===== src/rtl/tpu_pkg.sv =====
// tpu_pkg: shared datapath width and sequencer state encoding for the TPU core.
package tpu_pkg;
  localparam int DATA_W = 8;
  typedef enum logic [1:0] {IDLE, LOAD_W, COMPUTE, DONE} seq_state_t;
endpackage


===== src/rtl/input_skew.sv =====
// input_skew: triangular shift register delaying row i of the activation vector by i cycles.
module input_skew #(
  parameter int N      = 2,
  parameter int DATA_W = tpu_pkg::DATA_W
) (
  input  logic                clk,
  input  logic                reset,
  input  logic                shift_en,
  input  logic                clr,
  input  logic [N*DATA_W-1:0] din,
  output logic [N*DATA_W-1:0] dout
);
  for (genvar i = 0; i < N; i++) begin : g_row
    if (i == 0) begin : g_pass
      assign dout[0 +: DATA_W] = din[0 +: DATA_W];
    end else begin : g_dly
      logic [DATA_W-1:0] sr [i];
      always_ff @(posedge clk or posedge reset)
        if (reset)
          for (int k = 0; k < i; k++) sr[k] <= '0;
        else if (clr)
          for (int k = 0; k < i; k++) sr[k] <= '0;
        else if (shift_en) begin
          sr[0] <= din[i*DATA_W +: DATA_W];
          for (int k = 1; k < i; k++) sr[k] <= sr[k-1];
        end
      assign dout[i*DATA_W +: DATA_W] = sr[i-1];
    end
  end
endmodule


===== src/rtl/systolic_sequencer.sv =====
// systolic_sequencer: loads weights, streams skewed activations and flags finished results for an N x N PE array.
module systolic_sequencer #(
  parameter  int N      = 2,
  parameter  int DATA_W = tpu_pkg::DATA_W,
  localparam int AW     = (N > 1) ? $clog2(N) : 1
) (
  input  logic                clk,
  input  logic                reset,
  input  logic                start,
  input  logic [7:0]          num_vecs,
  output logic                busy,
  output logic                done,
  output logic [AW-1:0]       w_rd_addr,
  input  logic [N*DATA_W-1:0] w_rd_data,
  output logic [N*DATA_W-1:0] weight_out,
  output logic [N-1:0]        load_weight,
  output logic [7:0]          a_rd_addr,
  input  logic [N*DATA_W-1:0] a_rd_data,
  output logic [N*DATA_W-1:0] a_row,
  output logic                pe_valid,
  output logic [N-1:0]        result_valid
);
  import tpu_pkg::*;
  localparam int CW = $clog2(256 + 2*N);
  seq_state_t state;
  logic [CW-1:0] cnt;
  logic [7:0] m;
  logic [N-1:0] rv_next;
  logic last_w, last_c, feed;
  assign last_w = cnt == CW'(N-1);
  assign last_c = cnt == CW'(m) + CW'(2*N-3);
  assign feed = state == COMPUTE && cnt < CW'(m);
  assign busy = state != IDLE;
  assign done = state == DONE;
  assign pe_valid = state == COMPUTE;
  assign w_rd_addr = state == LOAD_W ? cnt[AW-1:0] : '0;
  assign load_weight = state == LOAD_W ? N'(1) << cnt : '0;
  assign a_rd_addr = feed ? cnt[7:0] : '0;
  assign weight_out = w_rd_data;
  // Column j sees vector m at the bottom PE during step m+N-1+j.
  always_comb
    for (int j = 0; j < N; j++)
      rv_next[j] = cnt >= CW'(N-1+j) && cnt < CW'(N-1+j) + CW'(m);
  always_ff @(posedge clk or posedge reset)
    if (reset) begin
      state <= IDLE;
      cnt <= '0;
      m <= '0;
      result_valid <= '0;
    end else begin
      result_valid <= state == COMPUTE ? rv_next : '0;
      case (state)
        IDLE:
          if (start) begin
            state <= LOAD_W;
            cnt <= '0;
            m <= num_vecs;
          end
        LOAD_W: begin
          cnt <= last_w ? '0 : cnt + 1'b1;
          if (last_w) state <= m == '0 ? DONE : COMPUTE;
        end
        COMPUTE: begin
          cnt <= last_c ? '0 : cnt + 1'b1;
          if (last_c) state <= DONE;
        end
        default: state <= IDLE;
      endcase
    end
  input_skew #(.N(N), .DATA_W(DATA_W)) u_skew (
    .clk(clk),
    .reset(reset),
    .shift_en(pe_valid),
    .clr(state == IDLE && start),
    .din(feed ? a_rd_data : '0),
    .dout(a_row)
  );
endmodule


===== config.mk =====
export PLATFORM = sky130hd
export DESIGN_NAME = systolic_sequencer
export DESIGN_NICKNAME = d
export VERILOG_FILES = /design/src/rtl/tpu_pkg.sv /design/src/rtl/input_skew.sv /design/src/rtl/systolic_sequencer.sv
export SDC_FILE = /design/constraint.sdc
export NUM_CORES = 1
export LEC_CHECK = 0
export ABC_AREA = 1
export BUFFER_PORTS_ARGS = -buffer_cell sky130_fd_sc_hd__buf_2
export CELL_PAD_IN_SITES_DETAIL_PLACEMENT = 1
export CELL_PAD_IN_SITES_GLOBAL_PLACEMENT = 2
export CORE_MARGIN = 3
export CORE_UTILIZATION = 25
export DETAILED_ROUTE_END_ITERATION = 8
export PLACE_DENSITY = 0.87
export SYNTH_ARGS = -nofsm -noshare
export SYNTH_HDL_FRONTEND = slang
export SYNTH_SLANG_ARGS = --single-unit
export TNS_END_PERCENT = 1

===== constraint.sdc =====
create_clock -name clk -period 2.1 [get_ports clk]
set_input_delay 0.42 -clock clk [delete_from_list [all_inputs] [get_ports clk]]
set_output_delay 0.42 -clock clk [all_outputs]
set_load 0.02 [all_outputs]

-- Word-level counts from Yosys, hierarchy flattened
Cells that the tools add are included.
- word-level logic and storage cells: 50
- register bits after elaboration: 29
- output and inout bits: 48
- magnitude comparators: 5
- reductions and logical operators: 12
- shift operators: 1
- mux-type cells: 16
- equal/unequal tests: 8
- add/subtract/negate cells: 3
- operators by type and width (cell ; number):
    2-to-1 mux 9 bit ; 3
    case mux 9 bit (3 select lines) ; 1
    2-to-1 mux 8 bit ; 3
    less-than comparator 9 bit ; 2
    2-to-1 mux 16 bit ; 1
    2-to-1 mux 2 bit ; 5
    adder 1 x 8 -> 9 bit (first input constant) ; 1
    adder 2 x 8 -> 9 bit (first input constant) ; 1
    adder 9 x 1 -> 9 bit (second input constant) ; 1
    == test 9 x 1 -> 1 bit (second input constant) ; 1
    == test 9 bit ; 1
    >= comparator 9 x 1 -> 1 bit (second input constant) ; 1
    >= comparator 9 x 2 -> 1 bit (second input constant) ; 1
    less-than comparator 9 x 8 -> 1 bit ; 1
    left shift 1 x 9 -> 2 bit (first input constant) ; 1
    logical NOT 8 bit ; 1
    case mux 2 bit (3 select lines) ; 1
    == test 2 bit (second input constant) ; 2
    logical AND 1 bit ; 4
    != test 2 bit (second input constant) ; 2
    AND reduction 2 bit ; 2
    nonzero test 2 bit ; 2
    AND reduction 3 bit ; 1
    nonzero test 3 bit ; 1
    4 further kinds ; 5

-- Logic depth before layout (Yosys ltp)
Gate-level depths: netlist of the first run.
- depth in word-level cells: 5
- gate-level depth with buffers: 14
- mapped depth without buffers: 14

-- Hierarchy
From an unflattened synthesis of the first run, not the netlist that was laid out.
- cell total of the unflattened synthesis: 370
- area total of the unflattened synthesis: 2723.9 sq um
- modules (own cells, without submodules) (module ; sequential area each (sq um) ; area each (sq um) ; instances ; cells an instance):
    systolic_sequencer ; 525.5 ; 2324.7 ; 1 ; 326
    input_skew ; 200.2 ; 399.1 ; 1 ; 44

-- Worst setup path before layout of the first run
OpenSTA, ideal clock, no wires.
- path kind: reg-to-output
- from: reg state[0]
- to: out a_row[0]
- arrival time: 1742 ps
- setup slack: -62 ps
- stages on the path, launching flop included: 7
- cells stage by stage: dfrtp_1 -> inv_1 -> ha_1 -> inv_1 -> nor3_2 -> nand2_4 -> nor3b_1
- longest elaborated chain between the ends: 3
- ends and longest elaborated chain (element ; line ; text):
    from (decl) ; systolic_sequencer.sv:25 ; seq_state_t state;
    from (signal assigned) ; systolic_sequencer.sv:61 ; if (last_w) state <= m == '0 ? DONE : COMPUTE;
    == test 2 bit ; n/a ;
    net pe_valid ; systolic_sequencer.sv:20 ; output logic pe_valid,
    logical AND 1 bit ; systolic_sequencer.sv:32 ; assign feed = state == COMPUTE && cnt < CW'(m);
    2-to-1 mux 16 bit ; systolic_sequencer.sv:75 ; .din(feed ? a_rd_data : '0),
    to (decl) ; systolic_sequencer.sv:19 ; output logic [N*DATA_W-1:0] a_row,
The timed path passes the listed nets, and every way through them passes these cells.

-- Final worst setup path of the first run
- from: reg cnt[4]
- to: out a_rd_addr[7]
- longest elaborated chain between the ends: 3
- ends and longest elaborated chain (element ; line ; text):
    from (decl) ; systolic_sequencer.sv:26 ; logic [CW-1:0] cnt;
    from (signal assigned) ; systolic_sequencer.sv:60 ; cnt <= last_w ? '0 : cnt + 1'b1;
    from (signal assigned) ; systolic_sequencer.sv:64 ; cnt <= last_c ? '0 : cnt + 1'b1;
    less-than comparator 9 x 8 -> 1 bit ; systolic_sequencer.sv:32 ;
    logical AND 1 bit ; systolic_sequencer.sv:32 ;
    2-to-1 mux 8 bit ; systolic_sequencer.sv:38 ; assign a_rd_addr = feed ? cnt[7:0] : '0;
    to (decl) ; systolic_sequencer.sv:17 ; output logic [7:0] a_rd_addr,
No other way between the ends.

==> results.cfg, run 1 <==
[critical_path]
path_buf_inv = 1
cp-start-kind = flip-flop
cp.arrival_ps = 1820
crit_path_max_incr_delay_ps = 450
path_cells = ha_4 > nand2_2 > nor3_4 > nand2_4 > o21ai_4 > nor3_2 > buf_2
critPathSlowestCell = dfrtp_1
path_class = flip-flop to output pin
critical_path_required_ps = 1680
worstPathMaxFanout = 8
crit_family = simple AND/OR/NAND/NOR gates
worst_setup_path_end_kind = output pin

[run_status]
violations = setup timing
outcome = finished with violations

[die]
core_area_um2 = 10300
start_util_pct = 25.7
dieHeight_um = 109
die-area_um2 = 11900
pin_count = 91
fp-row-count = 37
die_w_um = 109

[synth]
synth.distinct_cells = 34
synth-main-ff-cell = dfrtp_1
syn_nets = 426
synth.avg_cell_area_um2 = 7.63
synthArstFlopShare_pct = 100
ys_warn_count = 0
ys_seq_elements = 29
synth_area_um2 = 2660
synth-edff-count = 0
netlist_instances = 348
yosysSeqAreaShare_pct = 27.3

[finish]
layout_commonest_cell = nand2_1
utilization_pct = 37.0
drive_above_1_share_pct = 44.1
final_area_um2 = 3820
antenna_cells = 0
layout.nets = 519
area_delta_synth_final_pct = 43.8
final_cell_mix = nand2_1 (83), buf_4 (53), buf_2 (46)

[sta]
timing.final.ws_setup_ps = -139
tightestPinTransition_ps = 393
finalCritPeriodShare_pct = 107
grt_setup_unrepaired = yes
finalSetupViolCount = 30
period_minus_slack_ps = 2240
slew_headroom_pct = 73.8
max_freq_mhz = 447
final_max_slew_viol_count = 0
final_hold_viol_count = 0
worst_clock_skew_ps = 8.89
fin_tns_setup_ps = -3200

[routing]
routedWlPerCell_um = 16.0
drc = 0
vias = 2651
wl_um = 9230
firstDrtPassIters = 4
dr.first_iter.drc_count = 88
vias_per_cell = 4.59
drtAntennaViolNets = 0

[grt]
antenna_found_initial = 0
grt_pass1_wl_um = 14300
first_global_vias = 2780
grt.total_usage_pct = 15.6
grt-ovfl-total = 0
grt_max_degree = 30

[clock_network]
cts_tree = built
root_buffer = clkbuf_8
cts_made_buffers = 5
clock_latency_ps = 280
clockBufferDepth = 2
clk_pin_slew_worst_paths_ps = 70
cts_sinks = 29
h-tree-depth = 2
holdBufCountCts = 0

[placed_design]
place_area_um2 = 3170
hpwl_um = 6690
io_buffers = 58
gp_congestion = 0.837

[power]
p_leak_nw = 1.91
peakVddDrop_mv = 0.487
cellPowerDensity_nw_per_um2 = 1310

[job]
drv_cap = 0

[min_path]
hold_path_class = input pin to asynchronous set/reset pin
-- where the power goes --
part | switching (mW) | internal [mW] | leakage [nW]
Clock | 0.216 | 0.386 | 0.0585
Sequential | 0.140 | 0.738 | 0.380
Combinational | 2.13 | 1.40 | 1.47
Total | 2.48 | 2.52 | 1.91
-- final timing paths --
check	cells past startpoint	slack, ps	endpoint	from
setup / recovery	7	-140	a_rd_addr[7]	cnt[4]
hold / removal	3	200	state[1]	reset
setup reg to reg	13	-130	cnt[2]	m[1]
hold reg to reg	2	480	u_skew.g_row[1].g_dly.sr[7]	u_skew.g_row[1].g_dly.sr[7]
max in group asynchronous	3	1600	cnt[8]	reset
min in group clk	3	340	m[7]	num_vecs[7]
-- worst min-delay path, stage by stage --
cell and delay [ps]:
buf_2 90, inv_1 40, buf_4 350
-- metal layers --
metal	vias up	global-route usage [%]	wire [µm]
li1	1292	-	-
met1	1264	19.6	4010
met2	81	27.1	4480
met3	14	2.78	517
met4	0	4.96	216
met5	-	0	0
-- layout make-up --
cell class | count | area [µm²]
Fill cell | 1263 | 6500
Sequential cell | 29 | 726
Multi-Input combinational cell | 259 | 1960
Clock inverter | 1 | 30.0
Inverter | 43 | 161
Clock buffer | 7 | 86.3
Tap cell | 136 | 170
Timing Repair Buffer | 103 | 682
-- flip-flops by register name, summed over array words and instances, names as in the netlist --
name and count:
result_valid 2, state 2, m 8, cnt 9, u_skew.g_row.g_dly.sr 8
-- timing repair --
action,4_1_cts,5_1_grt
pin swaps,19,18
resized for setup,68,16
cloned,5,0
setup endpoints to repair,29,31
setup buffers,14,2
-- cells by family after synthesis --
group / after synthesis / share of synthesized area [%]
buffers and inverters: 65 / 12.3
DFF: 29 / 27.3
xor gates and xnor gates: 13 / 4.29
AOI/OAI and AO/OA: 41 / 8.76
adders and majority gates: 35 / 16.5
and+or+nand+nor: 165 / 30.8
-- stage by stage --
step | total power [mW] | cells | hold WS (ps) | setup WS, ps
floorplan | 2.62 | 348 | 498 | -62.4
global placement | 3.43 | 549 | 462 | -23.0
detailed placement | 3.53 | 549 | 471 | -76.3
global route | 5.42 | 578 | 234 | -258
finish | 5.01 | 578 | 198 | -139
CTS | 4.83 | 576 | 208 | -128
-- synth_stat cells (2+ instances only) --
library cell	count	area (µm²)
inv_2	2	7.51
buf_4	18	135
dfrtp_1	29	726
nor2_1	27	101
xor2_1	11	96.3
ha_1	35	438
buf_6	2	22.5
nor3b_2	2	25.0
nand3_1	8	40.0
nand2_1	87	327
nand2_4	3	33.8
xnor2_1	2	17.5
nor3_1	5	25.0
nor2_2	4	25.0
nand4_1	4	25.0
a21oi_1	15	75.1
o21ai_1	3	15.0
nand3_2	3	30.0
nor3_2	9	90.1
a21oi_2	2	17.5
o21ai_0	16	80.1
inv_1	41	154
nor3b_1	7	52.6
nand2_2	3	18.8
(Power assumes the default switching activity.)
==> run 2: changes to the inputs <==
HOLD_SLACK_MARGIN = 0.1   (was unset)
PLACE_DENSITY = unset   (was 0.87)
PLACE_DENSITY_LB_ADDON = 0.08   (was unset)
==> run 2 against run 1 <==
Net effect:
- the run still ends with setup timing left
- first-iteration DRC count decreased by 31%
- via count decreased by 1.6%
- worst setup slack got worse by 32 ps
- sequential share of layout area decreased by 0.11 points
- largest cell class unchanged
- utilization increased by 0.41 points
- routed wire length increased by 0.86%
- final cell count increased by 1.4%
- clock skew decreased by 6.3 ps
- maximum frequency decreased by 1.4%
==> results.cfg, run 2 (synthesized netlist as in run 1, its figures left out) <==
[run_status]
outcome = finished with violations
violations = setup timing

[routing]
vias = 2609
dr.first_iter.drc_count = 61
vias_per_cell = 4.45
routedWlPerCell_um = 15.9
drc = 0
firstDrtPassIters = 4
wl_um = 9300
drtAntennaViolNets = 0

[finish]
largestRegisters = cnt: 9 flops, m: 8 flops, u_skew.g_row.g_dly.sr: 8 flops
final_cell_mix = nand2_1 (82), buf_4 (65), buf_2 (40)
multi_input_area_um2 = 1860
antenna_cells = 0
drive_above_1_share_pct = 43.8
layout_commonest_cell = nand2_1
utilization_pct = 37.4
layout.nets = 527
final_area_um2 = 3860
regArea_um2 = 729
largest_reg_flops = 9
regMostFlops = cnt
nFillCells = 1273
area_delta_synth_final_pct = 45.4

[sta]
timing.final.ws_setup_ps = -171
slew_headroom_pct = 73.0
max_freq_mhz = 440
finalCritPeriodShare_pct = 108
finalSetupViolCount = 29
final_hold_viol_count = 0
tightestPinTransition_ps = 405
period_minus_slack_ps = 2270
final_max_slew_viol_count = 0
grt_setup_unrepaired = yes
worst_clock_skew_ps = 2.55
fin_tns_setup_ps = -3040

[grt]
antenna_found_initial = 0
grt_pass1_wl_um = 14300
grt_max_degree = 30
grt-ovfl-total = 0
grt.total_usage_pct = 16.0
first_global_vias = 2713

[die]
die_w_um = 109
dieHeight_um = 109
core_area_um2 = 10300
start_util_pct = 25.7
pin_count = 91
fp-row-count = 37
die-area_um2 = 11900

[power]
peakVddDrop_mv = 0.623
p_leak_nw = 1.93
cellPowerDensity_nw_per_um2 = 1260
total_power_mw = 4.87

[clock_network]
root_buffer = clkbuf_8
clk_pin_slew_worst_paths_ps = 70
h-tree-depth = 2
clock_latency_ps = 280
clockBufferDepth = 2
cts_made_buffers = 5
cts_tree = built
cts_sinks = 29

[critical_path]
cp-start-kind = flip-flop
worstPathMaxFanout = 7
worst_setup_path_end_kind = output pin
path_class = flip-flop to output pin
critical_path_required_ps = 1680
cp.arrival_ps = 1850

[placed_design]
io_buffers = 58
hpwl_um = 7250
gp_congestion = 0.758
place_area_um2 = 3220

[job]
drv_cap = 0

[min_path]
hold_path_class = input pin to asynchronous set/reset pin
==> run 2: cell type report <==
type                            count  share of cell area [%]
Multi-Input combinational cell    256                    48.3
Timing Repair Buffer              114                    21.5
Sequential cell                    29                    18.9
Tap cell                          136                    4.41
Inverter                           43                    4.31
Clock buffer                        7                    2.50
Clock inverter                      1                   0.130
==> run 2: worst max-delay path, cell delays in order, from the launching register on <==
cell and delay (ps):
dfrtp_2 420, inv_1 130, ha_4 220, nand2_4 80, nor3_4 40, nand2_2 80
o21ai_4 80, clkbuf_16 170, nor3b_2 170, buf_4 160
==> run 2: final timing paths <==
path | slack [ps] | cells past startpoint | endpoint | startpoint
min reg2reg | 480 | 2 | u_skew.g_row[1].g_dly.sr[6] | u_skew.g_row[1].g_dly.sr[6]
max | -170 | 9 | a_row[4] | m[3]
min in group clk | 340 | 3 | m[0] | num_vecs[0]
max reg2reg | -80 | 13 | cnt[3] | m[1]
max in group asynchronous | 1570 | 3 | m[1] | reset
min | 210 | 3 | u_skew.g_row[1].g_dly.sr[2] | reset
==> run 2: power breakdown <==
group	internal, mW	switching [mW]
sequential	0.742	0.133
combinational	1.47	2.00
clock	0.296	0.233
==> run 2: routing by layer <==
layer | track usage [%] | part of all wire (%) | vias up
met1 | 21.3 | 47 | 1219
met5 | 0 | 0 | -
li1 | - | - | 1313
met3 | 3.20 | 5.0 | 8
met2 | 26.7 | 47 | 69
met4 | 3.43 | 1.0 | 0
==> run 2: what timing repair did <==
item | CTS | global route
endpoints found under the setup margin | 30 | 31
hold endpoints to repair | 0 | 0
gates cloned | 2 | 1
hold buffers | 0 | 0
pin swaps | 9 | 12
gates resized for setup | 48 | 34
setup buffers | 6 | 13
==> run 2: stage by stage <==
stage	std cells	hold slack [ps]	worst slack, ps
3_3_place_gp	556	464	-49.6
3_5_place_dp	556	464	-91.0
2_1_floorplan	348	498	-62.4
4_1_cts	572	215	-248
5_1_grt	586	245	-244
6_report	586	206	-171
